## src/rtl/pixel_pkg.sv

```systemverilog
// Shared pixel definitions for the processing chain. data_processing_block and
// pixel_word_packer both import this so they agree on the pixel width.
//   PIX_W          bits per pixel
//   LANES_DEFAULT  default pixels per packed output word
//   MAX_LANES      widest word supported by keep_from_cnt
//   pixel_t        one pixel
//   keep_from_cnt  contiguous lane mask covering lanes 0..cnt
package pixel_pkg;

    localparam int PIX_W         = 8;
    localparam int LANES_DEFAULT = 4;
    localparam int MAX_LANES     = 8;

    typedef logic [PIX_W-1:0] pixel_t;

    // Equivalent to (1 << (cnt + 1)) - 1, truncated to MAX_LANES bits.
    function automatic logic [MAX_LANES-1:0] keep_from_cnt(input int unsigned cnt);
        logic [MAX_LANES-1:0] keep;
        for (int unsigned i = 0; i < MAX_LANES; i++) begin
            keep[i] = (i <= cnt);
        end
        return keep;
    endfunction

endpackage

```

## src/rtl/pixel_word_packer_if.sv

```systemverilog
// Stream bundle around pixel_word_packer.
//   Pixel side : valid_in, ready_in, data_in[PIX_W], last_in
//   Word side  : valid_out, ready_out, data_out[PIX_W*LANES], keep_out[LANES], last_out
// Modports:
//   slave  - the packer itself (sinks pixels, sources words)
//   master - the environment around it (sources pixels, sinks words)
interface pixel_word_packer_if #(
    parameter int LANES = pixel_pkg::LANES_DEFAULT
) ();
    import pixel_pkg::*;

    logic                   valid_in;
    logic                   ready_in;
    pixel_t                 data_in;
    logic                   last_in;
    logic                   valid_out;
    logic                   ready_out;
    logic [PIX_W*LANES-1:0] data_out;
    logic [LANES-1:0]       keep_out;
    logic                   last_out;

    modport slave (
        input  valid_in, data_in, last_in, ready_out,
        output ready_in, valid_out, data_out, keep_out, last_out
    );

    modport master (
        output valid_in, data_in, last_in, ready_out,
        input  ready_in, valid_out, data_out, keep_out, last_out
    );

endinterface

```

## src/rtl/pix_out_reg.sv

```systemverilog
// Single-entry valid/ready holding register for an arbitrary payload.
// Loads whenever it is empty or its current entry is leaving in the same
// cycle, so a continuously ready consumer sees no bubbles.
//   clk, rst              clock, synchronous active-high reset
//   in_valid/in_ready     load side handshake
//   in_data[W]            payload to load
//   out_valid/out_ready   drain side handshake
//   out_data[W]           held payload (stable while out_valid && !out_ready)
module pix_out_reg #(
    parameter int W = 8
) (
    input  logic         clk,
    input  logic         rst,
    input  logic         in_valid,
    output logic         in_ready,
    input  logic [W-1:0] in_data,
    output logic         out_valid,
    input  logic         out_ready,
    output logic [W-1:0] out_data
);

    logic         valid_q, valid_d;
    logic [W-1:0] data_q, data_d;

    assign in_ready  = !valid_q || out_ready;
    assign out_valid = valid_q;
    assign out_data  = data_q;

    always_comb begin
        valid_d = valid_q;
        data_d  = data_q;
        if (valid_q && out_ready) begin
            valid_d = 1'b0;
        end
        // A load in the drain cycle overrides the drop above.
        if (in_valid && in_ready) begin
            valid_d = 1'b1;
            data_d  = in_data;
        end
    end

    always_ff @(posedge clk) begin
        if (rst) begin
            valid_q <= 1'b0;
            data_q  <= '0;
        end else begin
            valid_q <= valid_d;
            data_q  <= data_d;
        end
    end

endmodule

```

## src/rtl/pixel_word_packer.sv

```systemverilog
// Packs a pixel stream into LANES-pixel words. A word closes when lane
// LANES-1 is filled or when a pixel carries last_in; partial words are
// emitted with a contiguous keep mask. Output latency is one cycle from the
// completing pixel.
//   clk, rst   clock, synchronous active-high reset
//   bus        pixel_word_packer_if.slave (pixel input + word output streams)
//   line_cnt   [15:0] count of words handed off with last_out=1
//              (only when PIXEL_PACKER_LINE_CNT_EN is defined)
// LANES must match the interface instance parameter; legal range 2..8.
module pixel_word_packer #(
    parameter int LANES = pixel_pkg::LANES_DEFAULT
) (
    input  logic                  clk,
    input  logic                  rst,
    pixel_word_packer_if.slave    bus
`ifdef PIXEL_PACKER_LINE_CNT_EN
    ,
    output logic [15:0]           line_cnt
`endif
);
    import pixel_pkg::*;

    localparam int CNT_W  = $clog2(LANES);
    localparam int WORD_W = PIX_W * LANES;
    localparam int PAY_W  = WORD_W + LANES + 1;

    typedef logic [LANES-1:0] keep_t;
    typedef logic [CNT_W-1:0] cnt_t;

    logic [LANES-1:0][PIX_W-1:0] acc_q, acc_d, merged;
    cnt_t                        cnt_q, cnt_d;
    logic                        reg_ready;
    logic                        accept;
    logic                        complete;
    keep_t                       keep_new;
    logic [PAY_W-1:0]            pay_in, pay_out;
    logic                        out_valid;

    // Accumulator with the incoming pixel dropped into lane cnt. Lanes above
    // cnt are already zero because the accumulator clears on every completion.
    for (genvar gi = 0; gi < LANES; gi++) begin : g_merge
        assign merged[gi] = (cnt_q == cnt_t'(gi)) ? bus.data_in : acc_q[gi];
    end

    assign bus.ready_in = !rst && reg_ready;
    assign accept       = bus.valid_in && bus.ready_in;
    assign complete     = accept && (bus.last_in || (cnt_q == cnt_t'(LANES - 1)));
    assign keep_new     = keep_t'(keep_from_cnt(32'(cnt_q)));
    assign pay_in       = {merged, keep_new, bus.last_in};

    // complete implies reg_ready, so a completing word always loads.
    pix_out_reg #(
        .W (PAY_W)
    ) u_out_reg (
        .clk       (clk),
        .rst       (rst),
        .in_valid  (complete),
        .in_ready  (reg_ready),
        .in_data   (pay_in),
        .out_valid (out_valid),
        .out_ready (bus.ready_out),
        .out_data  (pay_out)
    );

    assign bus.valid_out = out_valid;
    assign {bus.data_out, bus.keep_out, bus.last_out} = pay_out;

    always_comb begin
        acc_d = acc_q;
        cnt_d = cnt_q;
        if (complete) begin
            acc_d = '0;
            cnt_d = '0;
        end else if (accept) begin
            acc_d = merged;
            cnt_d = cnt_q + cnt_t'(1);
        end
    end

    always_ff @(posedge clk) begin
        if (rst) begin
            acc_q <= '0;
            cnt_q <= '0;
        end else begin
            acc_q <= acc_d;
            cnt_q <= cnt_d;
        end
    end

`ifdef PIXEL_PACKER_LINE_CNT_EN
    logic [15:0] line_cnt_q, line_cnt_d;

    always_comb begin
        line_cnt_d = line_cnt_q;
        if (out_valid && bus.ready_out && bus.last_out) begin
            line_cnt_d = line_cnt_q + 16'd1;
        end
    end

    always_ff @(posedge clk) begin
        if (rst) begin
            line_cnt_q <= '0;
        end else begin
            line_cnt_q <= line_cnt_d;
        end
    end

    assign line_cnt = line_cnt_q;
`endif

endmodule
```

## src/flat_wrapper.sv

```systemverilog
// flat-port wrapper written by rule: the top's interface ports become plain ports
module pixel_word_packer_flat import pixel_pkg::*;
#(
    parameter int LANES = pixel_pkg::LANES_DEFAULT
)
  (clk, rst, bus_valid_in, bus_data_in, bus_last_in, bus_ready_out, bus_ready_in, bus_valid_out, bus_data_out, bus_keep_out, bus_last_out);
  pixel_word_packer_if #(.LANES(LANES)) bus_i ();
  input  logic clk;
  input  logic rst;
  input wire logic [$bits(bus_i.valid_in)-1:0] bus_valid_in;
  input wire logic [$bits(bus_i.data_in)-1:0] bus_data_in;
  input wire logic [$bits(bus_i.last_in)-1:0] bus_last_in;
  input wire logic [$bits(bus_i.ready_out)-1:0] bus_ready_out;
  output wire logic [$bits(bus_i.ready_in)-1:0] bus_ready_in;
  output wire logic [$bits(bus_i.valid_out)-1:0] bus_valid_out;
  output wire logic [$bits(bus_i.data_out)-1:0] bus_data_out;
  output wire logic [$bits(bus_i.keep_out)-1:0] bus_keep_out;
  output wire logic [$bits(bus_i.last_out)-1:0] bus_last_out;
  assign bus_i.valid_in = bus_valid_in;
  assign bus_i.data_in = bus_data_in;
  assign bus_i.last_in = bus_last_in;
  assign bus_i.ready_out = bus_ready_out;
  assign bus_ready_in = bus_i.ready_in;
  assign bus_valid_out = bus_i.valid_out;
  assign bus_data_out = bus_i.data_out;
  assign bus_keep_out = bus_i.keep_out;
  assign bus_last_out = bus_i.last_out;
  pixel_word_packer #(.LANES(LANES)) u_core (.clk(clk), .rst(rst), .bus(bus_i));
endmodule
```

## config.mk

```make
export PLATFORM = sky130hd
export DESIGN_NAME = pixel_word_packer_flat
export DESIGN_NICKNAME = d
export VERILOG_FILES = /design/src/rtl/pixel_pkg.sv /design/src/rtl/pixel_word_packer_if.sv /design/src/rtl/pix_out_reg.sv /design/src/rtl/pixel_word_packer.sv /design/src/flat_wrapper.sv
export SDC_FILE = /design/constraint.sdc
export NUM_CORES = 1
export LEC_CHECK = 0
export BUFFER_PORTS_ARGS = -buffer_cell sky130_fd_sc_hd__buf_4
export CORE_MARGIN = 5
export CORE_UTILIZATION = 54
export CTS_BUF_LIST = sky130_fd_sc_hd__clkbuf_4
export CTS_CLUSTER_SIZE = 28
export DETAILED_ROUTE_END_ITERATION = 16
export GPL_TIMING_DRIVEN = 0
export PLACE_DENSITY = 0.87
export SETUP_SLACK_MARGIN = 0.15
export SYNTH_ARGS = -nofsm -noshare
export SYNTH_HDL_FRONTEND = slang
export SYNTH_HIERARCHICAL = 1
export SYNTH_SLANG_ARGS = --single-unit
```

## constraint.sdc

```tcl
create_clock -name clk -period 1.95 [get_ports clk]
set_input_delay 0.195 -clock clk [delete_from_list [all_inputs] [get_ports clk]]
set_output_delay 0.195 -clock clk [all_outputs]
set_load 0.01 [all_outputs]
```

==> summary.txt, run 1 <==
Logic synthesis
  • Cells after synthesis: between 300 and 400
  • Cell Area, Synth: about 0.0036 mm^2
  • Yosys warning count: 6
  • Adder-Cell Fraction of Synth Area: 1.72%
  • Count of different cell masters after synthesis: 29
  • Register area share after synthesis: around two fifths
  • Share of synthesized area spent on multiplexers: 10.2%
  • Largest family of logic cells by synthesized area: simple AND/OR/NAND/NOR gates
  • Post-Synth XOR/XNOR Area: 0.240%
  • Synth Area in Compound Gates: 15.9%
  • Syn_nets: about 400
  • Syn Area/Cell: 9.80 um^2
  • Post-Synth Simple-Gate Area: 25.1%
  • Register bit total from synthesis: 72

Routing
  • Antenna-violating nets left: 0
  • Metal-1 WL: 4530 um
  • DRT iter0 DRCs: about 320
  • Met2 WL post-DR: 5210 um
  • Detailed-route wire length: approximately 11000 um
  • DRT Pass-1 Iters: 5
  • WL/cell: 20.0 um
  • # DRC: 0
  • Top Layer Used: met4
  • Routed vias: 3267
  • Met3 WL: 838 um
  • Vias/cell: 6.08

Critical path
  • Crit. End Element: flop
  • CP Data Arrival Time: 2220 ps
  • CP dominant cell by count: buf_8
  • Register-to-Register Path Depth: 10
  • Startpoint types: flop
  • Data required time at the worst endpoint: about 2300 ps
  • Worst path cell trace: nand2b_4 -> buf_8 -> buf_8 -> nand2_8 -> buf_8 -> nor3_4 -> buf_8 -> clkbuf_16 -> nand3_1 -> a21oi_2
  • Kind of critical path: reg2reg
  • CP max FO: 8
  • Slowest stage delay, CP: 350 ps
  • Slowest cell on the critical path: dfxtp_2

STA
  • Slew Viols, Final: 0
  • Hold Fails Final Rpt: 0
  • Max Fclk: 0.543 GHz
  • Final worst setup slack: 110 ps
  • Final min period: between 1500 and 2000 ps
  • Final Setup Violations: 0
  • Max_slew headroom: a little over half
  • Final Skew: 18.3 ps
  • Slew of the pin with the lowest slew margin: approximately 700 ps
  • RSZ-0062 raised after global routing: true
  • Final period util: 94.4%

Layout
  • Commonest non-fill, non-tap cells in the layout: 69 x dfxtp_1, 64 x buf_4, 34 x nor3_1, 34 x a21bo_2
  • Share of cells above drive strength 1: between 50% and 60%
  • FILL cells: between 400 and 500
  • Nets: 470
  • Non-filler instance count after layout: 537
  • Fin area: 0.00477 mm^2
  • Leading cell type in the layout, fill and taps excluded: dfxtp_1
  • # diodes: 0
  • Layout area overhead: 30.8%

Pwr
  • P_leak: roughly 1.8 nW
  • PD cells: 671 mW/mm^2
  • Power Total: 3.20 mW
  • Sequential Power Share: 48.7%
  • Comb pwr share: between 10% and 20%
  • Peak VDD IR: ~380 uV
  • Net switching power: 896 uW
  • Switch share: 28.0%
  • Clk network pwr share: 33.9%
  • Pint: between 2 and 2.5 mW

Placed design
  • Pre-CTS setup slack: -250 ps
  • DP Area: 0.00414 mm^2
  • # port buffers: 50
  • Final HPWL from detailed placement: 6520 um
  • Final Wtd Congestion: between 0.8 and 0.9
  • Placed insts: 502

Clock network
  • H-tree depth: 3
  • Clock Sinks: 72
  • Clk Latency, worst-skew pair: about 450 ps
  • Clock slew at reported path FFs: approximately 120 ps
  • Clock root buffer master: clkbuf_4
  • Clock tree from TritonCTS: yes
  • TritonCTS buffer count: 9
  • Clock Tree Buf Depth: 2

Run status
  • Status: finished clean

Die
  • Die height: 92.2 um
  • Initial Utilization: 54.6%
  • Cell Rows: 30
  • Die area: ~0.0085 mm^2
  • Die X: 92.2 um
  • Area of the core: 0.00668 mm^2
  • IO Pins: 52

Flow run
  • Max cap viols: 0

Worst hold path
  • Hold WC Path Type: in2reg
  • Hold depth: 2

Global route
  • GRT Total Usage: 22.3%
  • Largest net degree at the start of global routing: 13
  • Initial antenna violation count: 0
  • First-pass GRT wire length: 14900 um
  • Total grt overflow: 0
  • Vias in the first global route: 2956
[repair_timing]
| item | 4_1_cts | 5_1_grt |
|---|---|---|
| hold buffers | 0 | 0 |
| pin swaps | 2 | 12 |
| cloned | 0 | 6 |
| endpoints found under the setup margin | 38 | 38 |
| gates resized for setup | 17 | 44 |
| buffers inserted | 4 | 9 |
| endpoints found under the hold margin | 0 | 0 |
[cell type report]
| type | count | area [um^2] | share of cell area (%) |
|---|---|---|---|
| Buffer | 38 | 342 | 7.17 |
| Tap cell | 80 | 100 | 2.10 |
| Timing Repair Buffer | 69 | 606 | 12.7 |
| Clock inverter | 6 | 83.8 | 1.76 |
| Inverter | 4 | 15.0 | 0.315 |
| Multi-Input combinational cell | 258 | 2100 | 44.1 |
| Clock buffer | 10 | 75.1 | 1.58 |
| Sequential cell | 72 | 1450 | 30.3 |
[power by group through the flow]
| stage | Combinational (mW) | Sequential, mW | Clock [mW] |
|---|---|---|---|
| finish | 0.558 | 1.56 | 1.08 |
| global route | 0.587 | 1.56 | 1.17 |
| CTS | 0.479 | 1.55 | 1.08 |
| detailed placement | 0.458 | 1.59 | 0 |
| global placement | 0.447 | 1.58 | 0 |
| floorplan | 0.325 | 1.59 | 0 |
[critical path, delay by kind of cell (launching register included)]
kind | cells | cell delay, ps
buf+inv | 5 | 760
simple gates | 4 | 520
flops | 1 | 350
compound gates | 1 | 150
[per-stage QoR]
stage	setup TNS, ps	utilization, %	hold WS [ps]
2_1_floorplan	0	-	342
3_3_place_gp	-5990	62.0	480
6_report	0	71.3	58.0
4_1_cts	0	65.6	24.0
5_1_grt	0	71.3	27.2
3_5_place_dp	-6520	62.0	485
[synthesized netlist by cell type, drive strengths merged]
cell / count / share of area [%]
nor2: 35 / 5.9
ha: 5 / 1.7
inv: 4 / 0.41
nand3: 37 / 5.1
nor2b: 1 / 0.17
buf: 28 / 5.8
xnor2: 1 / 0.24
o21bai: 1 / 0.51
a21oi: 38 / 5.2
nor3: 65 / 13
or2: 1 / 0.17
clkbuf: 10 / 1.0
and3b: 1 / 0.24
conb: 1 / 0.10
dfxtp: 72 / 40
nand2b: 1 / 0.38
nand2: 1 / 0.17
mux2: 32 / 9.9
mux2i: 1 / 0.27
a21bo: 37 / 10
[path summary, 6_finish.rpt]
path,start,end,slack (ps)
worst max-delay path,u_core/u_out_reg/out_valid,u_core/u_out_reg/out_data[10],110
worst min-delay path,rst,u_core/u_out_reg/out_data[35],60
worst max register to register,u_core/u_out_reg/out_valid,u_core/u_out_reg/out_data[10],110
worst min register to register,u_core/acc_q[12],u_core/acc_q[12],510
[kinds of logic after synthesis]
kind of cell               Yosys count
AOI/OAI and AO/OA                   76
DFF                                 72
and+or+nand+nor                    142
xor gates and xnor gates             1
other                                1
buffers and inverters               42
adders and majority gates            5
muxes                               33
[flip-flops by register name, indices dropped and copies added (netlist names)]
register                    cells
u_core/u_out_reg/out_data      37
u_core/u_out_reg/out_valid      1
u_core/acc_q                   32
u_core/cnt_q                    2
[metal layers]
layer | vias up | global-route usage (%)
met3 | 22 | 6.07
met4 | 0 | 6.19
met2 | 172 | 37.2
li1 | 1469 | -
met5 | - | 0
met1 | 1604 | 28.4
No activity file was read; power rests on OpenSTA's default activity.
==> run 2, diff against run 1 <==
Settings changed: CORE_UTILIZATION 54 to 52, PLACE_DENSITY 0.87 to 0.85, SYNTH_HIERARCHICAL 1 to default.
==> run 2 against run 1 <==
Against the previous run: worst setup slack improved by 83 ps; largest cell class unchanged; critical path type unchanged; power shrank 15%; utilization down 7.3 points; cell area fell by 21%; via count is 11% lower; highest routed layer unchanged.
==> summary.txt, run 2 <==
Run status
  • Status: finished clean

STA
  • Slew of the pin with the lowest slew margin: 575 ps (-126 ps)
  • Final Skew: 13.2 ps (-5.11 ps)
  • Final period util: 90.1% (-4.2 points)
  • Final min period: 1760 ps (-82.8 ps)
  • Worst hold slack: 33.8 ps (-24.1 ps)
  • RSZ-0062 raised after global routing: true
  • Max Fclk: 0.569 GHz (+4.7%)
  • Max_slew headroom: 61.7% (+8.4 points)
  • Hold Fails Final Rpt: 0 (unchanged)
  • Slew Viols, Final: 0 (unchanged)
  • Setup tns final: 0 ps (unchanged)
  • Final Setup Violations: 0 (unchanged)

Logic synthesis
  • Synth area leader: dfxtp_1
  • Synth area leaders: dfxtp_1 46%, mux2i_1 10%, o31ai_1 7.8%, o2bb2ai_1 7.2%, nand4_1 6.3%
  • Syn Area/Cell: 9.81 um^2 (+0.14%)
  • Top FF cell, synth: dfxtp_1
  • Number of synthesized flops with an enable pin: 0 (unchanged)
  • Most common cell in the synthesized netlist: dfxtp_1
  • Register bit total from synthesis: 72 (unchanged)
  • Post-synth top cells: 72 x dfxtp_1, 37 x a21oi_1, 33 x o31ai_1
  • Cells after synthesis: 322 (-13%)
  • Cell Area, Synth: 0.00316 mm^2 (-13%)
  • Syn_nets: 340 (-13%)
  • Synth async-reset ratio: 0% (unchanged)
  • Register area share after synthesis: 45.6% (+6.1 points)
  • Count of different cell masters after synthesis: 27 (-6.9%)
  • Yosys top cell area share: 45.6% (+6.1 points)
  • Yosys warning count: 0 (-6)

Global route
  • Total grt overflow: 0 (unchanged)
  • Initial antenna violation count: 0 (unchanged)
  • Largest net degree at the start of global routing: 12 (-1)
  • First-pass GRT wire length: 13800 um (-7.2%)
  • GRT Total Usage: 23.0% (+0.71 points)
  • Vias in the first global route: 2735 (-7.5%)

Clock network
  • H-tree depth: 3 (unchanged)
  • Clock tree from TritonCTS: yes
  • Clock Sinks: 72 (unchanged)
  • TritonCTS buffer count: 9 (unchanged)
  • Clock slew at reported path FFs: 120 ps (about the same)
  • Clock Tree Buf Depth: 2 (unchanged)
  • Clock root buffer master: clkbuf_4
  • Clk Latency, worst-skew pair: 420 ps (-30 ps)

Placed design
  • Final HPWL from detailed placement: 5810 um (-11%)
  • DP Area: 0.00357 mm^2 (-14%)
  • # port buffers: 42 (-16%)
  • Final Wtd Congestion: 0.897 (+4.6%)

Worst hold path
  • Hold WC Path Type: in2reg

Routing
  • Routed vias: 2908 (-11%)
  • WL/cell: 18.7 um (-6.8%)
  • Vias/cell: 6.31 (+3.7%)
  • Antenna-violating nets left: 0 (unchanged)
  • # DRC: 0 (unchanged)
  • Detailed-route wire length: 8600 um (-20%)
  • DRT Pass-1 Iters: 5 (unchanged)
  • DRT iter0 DRCs: 343 (+8.5%)

Layout
  • Commonest non-fill, non-tap cells in the layout: 70 x dfxtp_1, 52 x buf_4, 37 x a21oi_1, 33 x o31ai_1
  • Layout area overhead: 19.9%
  • Fin area: 0.00379 mm^2 (-21%)
  • Final Util: 64.0% (-7.3 points)
  • Share of cells above drive strength 1: 23.1% (-37 points)
  • Nets: 399 (-15%)
  • Max FFs per register: 37 (unchanged)
  • # diodes: 0 (unchanged)
  • Leading cell type in the layout, fill and taps excluded: dfxtp_1

Die
  • Die height: 87.9 um (-4.6%)
  • Die area: 0.00773 mm^2 (-8.9%)
  • Initial Utilization: 53.4% (-1.2 points)
  • Die X: 87.9 um (-4.6%)
  • Cell Rows: 28 (-6.7%)
  • Area of the core: 0.00592 mm^2 (-11%)
  • IO Pins: 52 (unchanged)

Critical path
  • CP max FO: 9 (+1)
  • CP Data Arrival Time: 2060 ps (-160 ps)
  • Crit. End Element: flop
  • Startpoint types: flop
  • Data required time at the worst endpoint: 2250 ps (-80 ps)
  • Kind of critical path: reg2reg

Pwr
  • PD cells: 720 mW/mm^2 (+7.2%)
  • Peak VDD IR: 532 uV (+42%)
  • P_leak: 1.35 nW (-27%)

Flow run
  • Max cap viols: 0 (unchanged)
-- run 2: cell count changes after synthesis, sizes merged, moves of 2 or more --
cell,delta
a211oi,+7
a21bo,-37
a31oi,+9
clkbuf,+8
clkinv,+2
mux2,-32
mux2i,+31
nand3,-33
nand4,+32
nor2,-34
nor3,-65
o21ai,+2
o2bb2ai,+26
o31ai,+33
-- run 2: timing repair --
action                     CTS  global route
buffers inserted             2             4
setup endpoints to repair   50            60
resized for setup            7            11
pin swaps                    1             1
hold buffers                 0             0
cloned                       0             1
-- run 2: kinds of logic after synthesis --
family	after synthesis	share of synthesized area (%)
compound gates	117	26.0
fa+ha+maj	5	1.98
buf+inv	53	7.72
flops	72	45.6
mux	32	10.1
simple gates	43	8.51
-- run 2: per-stage QoR --
step                total power, mW  instances  worst slack (ps)
finish                         2.73        461               192
global route                   2.82        461               115
floorplan                      1.73        322               310
detailed placement             1.83        439              30.0
CTS                            2.71        456               149
global placement               1.82        439              28.8
-- run 2: cell type report --
class	instances	area [um^2]
sequential	72	1440
inverter	7	30.0
fill	517	2130
clock buffer	10	75.1
clock inverter	6	50.0
timing repair buffer	49	380
tap	75	93.8
multi-input combinational	197	1480
buffer	45	234
-- run 2: final timing paths --
check / from / end / slack, ps / cells past startpoint
worst min register to register: u_core.u_out_reg.out_data[1] / u_core.u_out_reg.out_data[1] / 460 / 2
worst max-delay path: u_core.cnt_q[0] / u_core.acc_q[21] / 190 / 6
worst max register to register: u_core.cnt_q[0] / u_core.acc_q[21] / 190 / 6
worst min-delay path: rst / u_core.u_out_reg.out_data[3] / 30 / 2
-- run 2: worst max-delay path, cell delays in order, from the launching register on --
cell        delay [ps]
dfxtp_2            350
inv_1              130
ha_1               160
buf_2              260
clkinvlp_4         240
o31ai_1            360
a21oi_1            140
-- run 2: power breakdown --
| part | internal, mW | switching [mW] | leakage [nW] |
|---|---|---|---|
| Sequential | 1.50 | 0.0154 | 0.583 |
| Clock | 0.387 | 0.512 | 0.0703 |
| Combinational | 0.115 | 0.199 | 0.693 |
| Total | 2.00 | 0.727 | 1.35 |
-- run 2: per-layer routing --
metal / vias to the layer above / track usage [%] / part of all wire [%]
li1: 1355 / - / -
met1: 1386 / 32.0 / 44
met2: 151 / 35.1 / 46
met3: 16 / 5.55 / 8.3
met4: 0 / 7.81 / 1.7
met5: - / 0 / 0
==> run 3, diff against run 2 <==
Settings changed: ABC_AREA from default to 1.
==> run 3 against run 2 <==
Against the previous run: sequential cell count is the same; power grew 6.8%; clock skew shrank 6.2 ps; fmax shrank 1.8%; via count grew 9.3%; die area grew 0.28%; final cell count grew 37%; routed wire length shrank 4.5%; clock-buffer cell count grew 2; largest power group unchanged; highest routed layer unchanged.
==> summary.txt, run 3 <==
Routing
  • Antenna-violating nets left: 0 (unchanged)
  • Detailed-route wire length: 8220 um (-4.5%)
  • WL/cell: 13.0 um (-30%)
  • Routed vias: 3179 (+9.3%)
  • DRT iter0 DRCs: 187 (-45%)
  • # DRC: 0 (unchanged)
  • DRT Pass-1 Iters: 5 (unchanged)
  • Vias/cell: 5.02 (-20%)

Logic synthesis
  • Synth area leaders: dfxtp_1 45%, nand2_1 27%, inv_1 8.1%, o21ai_0 5.8%, nand3_1 4.6%
  • Register bit total from synthesis: 72 (unchanged)
  • Synth async-reset ratio: 0% (unchanged)
  • Register area share after synthesis: 45.5% (-0.14 points)
  • Cell Area, Synth: 0.00317 mm^2 (+0.32%)
  • Post-synth top cells: 225 x nand2_1, 72 x dfxtp_1, 68 x inv_1
  • Yosys warning count: 0 (unchanged)
  • Yosys top cell area share: 45.5% (-0.14 points)
  • Synth area leader: dfxtp_1
  • Syn_nets: 508 (+49%)
  • Number of synthesized flops with an enable pin: 0 (unchanged)
  • Count of different cell masters after synthesis: 15 (-44%)
  • Top FF cell, synth: dfxtp_1
  • Most common cell in the synthesized netlist: nand2_1
  • Syn Area/Cell: 6.47 um^2 (-34%)
  • Cells after synthesis: 490 (+52%)

Die
  • Die area: 0.00776 mm^2 (+0.28%)
  • Die height: 88.1 um (+0.14%)
  • Cell Rows: 28 (unchanged)
  • IO Pins: 52 (unchanged)
  • Initial Utilization: 53.5% (+0.17 points)
  • Die X: 88.1 um (+0.14%)
  • Area of the core: 0.00592 mm^2 (unchanged)

Layout
  • Leading cell type in the layout, fill and taps excluded: nand2_1
  • Share of cells above drive strength 1: 16.1% (-6.9 points)
  • Layout area overhead: 21.8%
  • # diodes: 0 (unchanged)
  • Commonest non-fill, non-tap cells in the layout: 225 x nand2_1, 71 x dfxtp_1, 68 x inv_1, 51 x buf_4, 34 x o21ai_0
  • Nets: 571 (+43%)
  • Max FFs per register: 37 (unchanged)
  • Non-filler instance count after layout: 633 (+37%)

STA
  • Setup tns final: 0 ps (unchanged)
  • Slew Viols, Final: 0 (unchanged)
  • Worst hold slack: 64.7 ps (+30.8 ps)
  • Slew of the pin with the lowest slew margin: 544 ps (-31.5 ps)
  • Final min period: 1790 ps (+32.7 ps)
  • RSZ-0062 raised after global routing: true
  • Final Skew: 7.04 ps (-6.19 ps)
  • Max_slew headroom: 63.8% (+2.1 points)
  • Hold Fails Final Rpt: 0 (unchanged)
  • Final period util: 91.8% (+1.7 points)
  • Max Fclk: 0.559 GHz (-1.8%)
  • Final Setup Violations: 0 (unchanged)

Global route
  • First-pass GRT wire length: 13500 um (-2.3%)
  • Met1 usage: 27.5% (-4.5 points)
  • Met2 Use GR: 37.9% (+2.7 points)
  • Total grt overflow: 0 (unchanged)
  • Initial antenna violation count: 0 (unchanged)
  • GRT Total Usage: 22.7% (-0.34 points)
  • GR peak layer: met2
  • Vias in the first global route: 2981 (+9.0%)
  • GRT met3 Usage: 3.86% (-1.7 points)
  • Largest net degree at the start of global routing: 12 (unchanged)

Worst hold path
  • Worst Hold Path EP: u_core.u_out_reg.out_data[0]
  • Hold depth: 3 (+1)
  • Hold path start: bus_last_in
  • Hold WC Path Type: in2reg

Flow run
  • Max cap viols: 0 (unchanged)

Clock network
  • Clock tree from TritonCTS: yes
  • Clk Latency, worst-skew pair: 420 ps (about the same)
  • Clock root buffer master: clkbuf_4
  • H-tree depth: 3 (unchanged)
  • Postcts setup bufs: 0 (-2)
  • Clock Sinks: 72 (unchanged)
  • Clock Tree Buf Depth: 2 (unchanged)
  • TritonCTS buffer count: 9 (unchanged)
  • Clock slew at reported path FFs: 110 ps (about the same)

Pwr
  • Power Total: 2.91 mW (+6.8%)
  • Peak VDD IR: 367 uV (-31%)
  • PD cells: 755 mW/mm^2 (+4.8%)
  • P_leak: 2.11 nW (+56%)

Critical path
  • Startpoint types: input pin
  • Data required time at the worst endpoint: 1750 ps (-500 ps)
  • Worst reg2reg endpoint: u_core.acc_q[7]
  • CP max FO: 10 (+1)
  • FF-to-FF setup slack: 190 ps (about the same)
  • Worst reg2reg path startpoint: u_core.cnt_q[0]
  • Kind of critical path: in2out
  • Register-to-Register Path Depth: 8 (+2)
  • CP Data Arrival Time: 1600 ps (-460 ps)
  • Crit. End Element: primary output

Placed design
  • Placed insts: 616 (+40%)
  • Final Wtd Congestion: 0.846 (-5.6%)
  • # port buffers: 51 (+21%)
  • Final HPWL from detailed placement: 5690 um (-2.0%)

Run status
  • Status: finished clean
==> run 3: cell types whose count changed after synthesis, sizes merged, moves of 9 or more <==
| cell | change |
|---|---|
| a21oi | -34 |
| a31oi | -9 |
| buf | -18 |
| inv | +64 |
| mux2i | -32 |
| nand2 | +225 |
| nand3 | +26 |
| nand4 | -31 |
| nor2 | +21 |
| o21ai | +35 |
| o2bb2ai | -26 |
| o31ai | -33 |
==> run 3: power by group <==
group	switching, mW	internal [mW]
Sequential	0.0188	1.50
Combinational	0.207	0.112
Clock	0.512	0.559
==> run 3: critical path, cell delays in order <==
cell and delay [ps]:
dlygate4sd3_1 540, buf_4 170, a21oi_1 250, clkbuf_4 290, buf_4 150
==> run 3: cell families after synthesis <==
logic type	synth area share [%]
AND/OR/NAND/NOR	34.4
flip-flops	45.5
adder cells (fa/ha/maj)	1.97
XOR/XNOR	0.276
AO/OA/AOI/OAI	6.32
buffers and inverters	11.5
==> run 3: repair_timing <==
action	CTS	global route
hold endpoints to repair	3	0
hold buffers	1	0
resized for setup	6	22
pin swaps	0	0
gates cloned	0	0
endpoints found under the setup margin	64	67
==> run 3: worst max-delay path by stage <==
| stage | to | cells after the start | from | slack (ps) |
|---|---|---|---|---|
| 3_5_place_dp | u_core.u_out_reg.out_data[23] | 7 | u_core.cnt_q[0] | 40 |
| 2_1_floorplan | u_core.u_out_reg.out_data[4] | 8 | u_core.cnt_q[0] | 470 |
| 3_3_place_gp | u_core.u_out_reg.out_data[17] | 7 | u_core.cnt_q[1] | 80 |
| 6_report | bus_ready_in | 5 | rst | 160 |
| 4_1_cts | u_core.acc_q[15] | 9 | u_core.cnt_q[1] | 160 |
| 5_1_grt | u_core.u_out_reg.out_data[22] | 8 | u_core.cnt_q[0] | 100 |
==> run 3: cell type report <==
type / count / area [um^2]
clock inverter: 4 / 68.8
multi-input combinational: 324 / 1370
sequential: 72 / 1440
tap: 75 / 93.8
clock buffer: 12 / 90.1
buffer: 25 / 139
inverter: 69 / 259
fill: 518 / 2060
timing repair buffer: 52 / 393
==> run 3: layer usage <==
metal  wire length, um  part of all wire [%]
met1              3390                    41
met2              3950                    48
met3               582                   7.1
met4               300                   3.7
met5                 0                     0
==> run 3: through the flow <==
stage	utilization, %	setup WS, ps	instance area, um^2
after global routing	65.2	100	3860
after floorplan	-	474	3170
after CTS	64.6	159	3820
after detailed placement	61.6	40.0	3650
after global placement	61.6	81.9	3650
final	65.2	160	3860
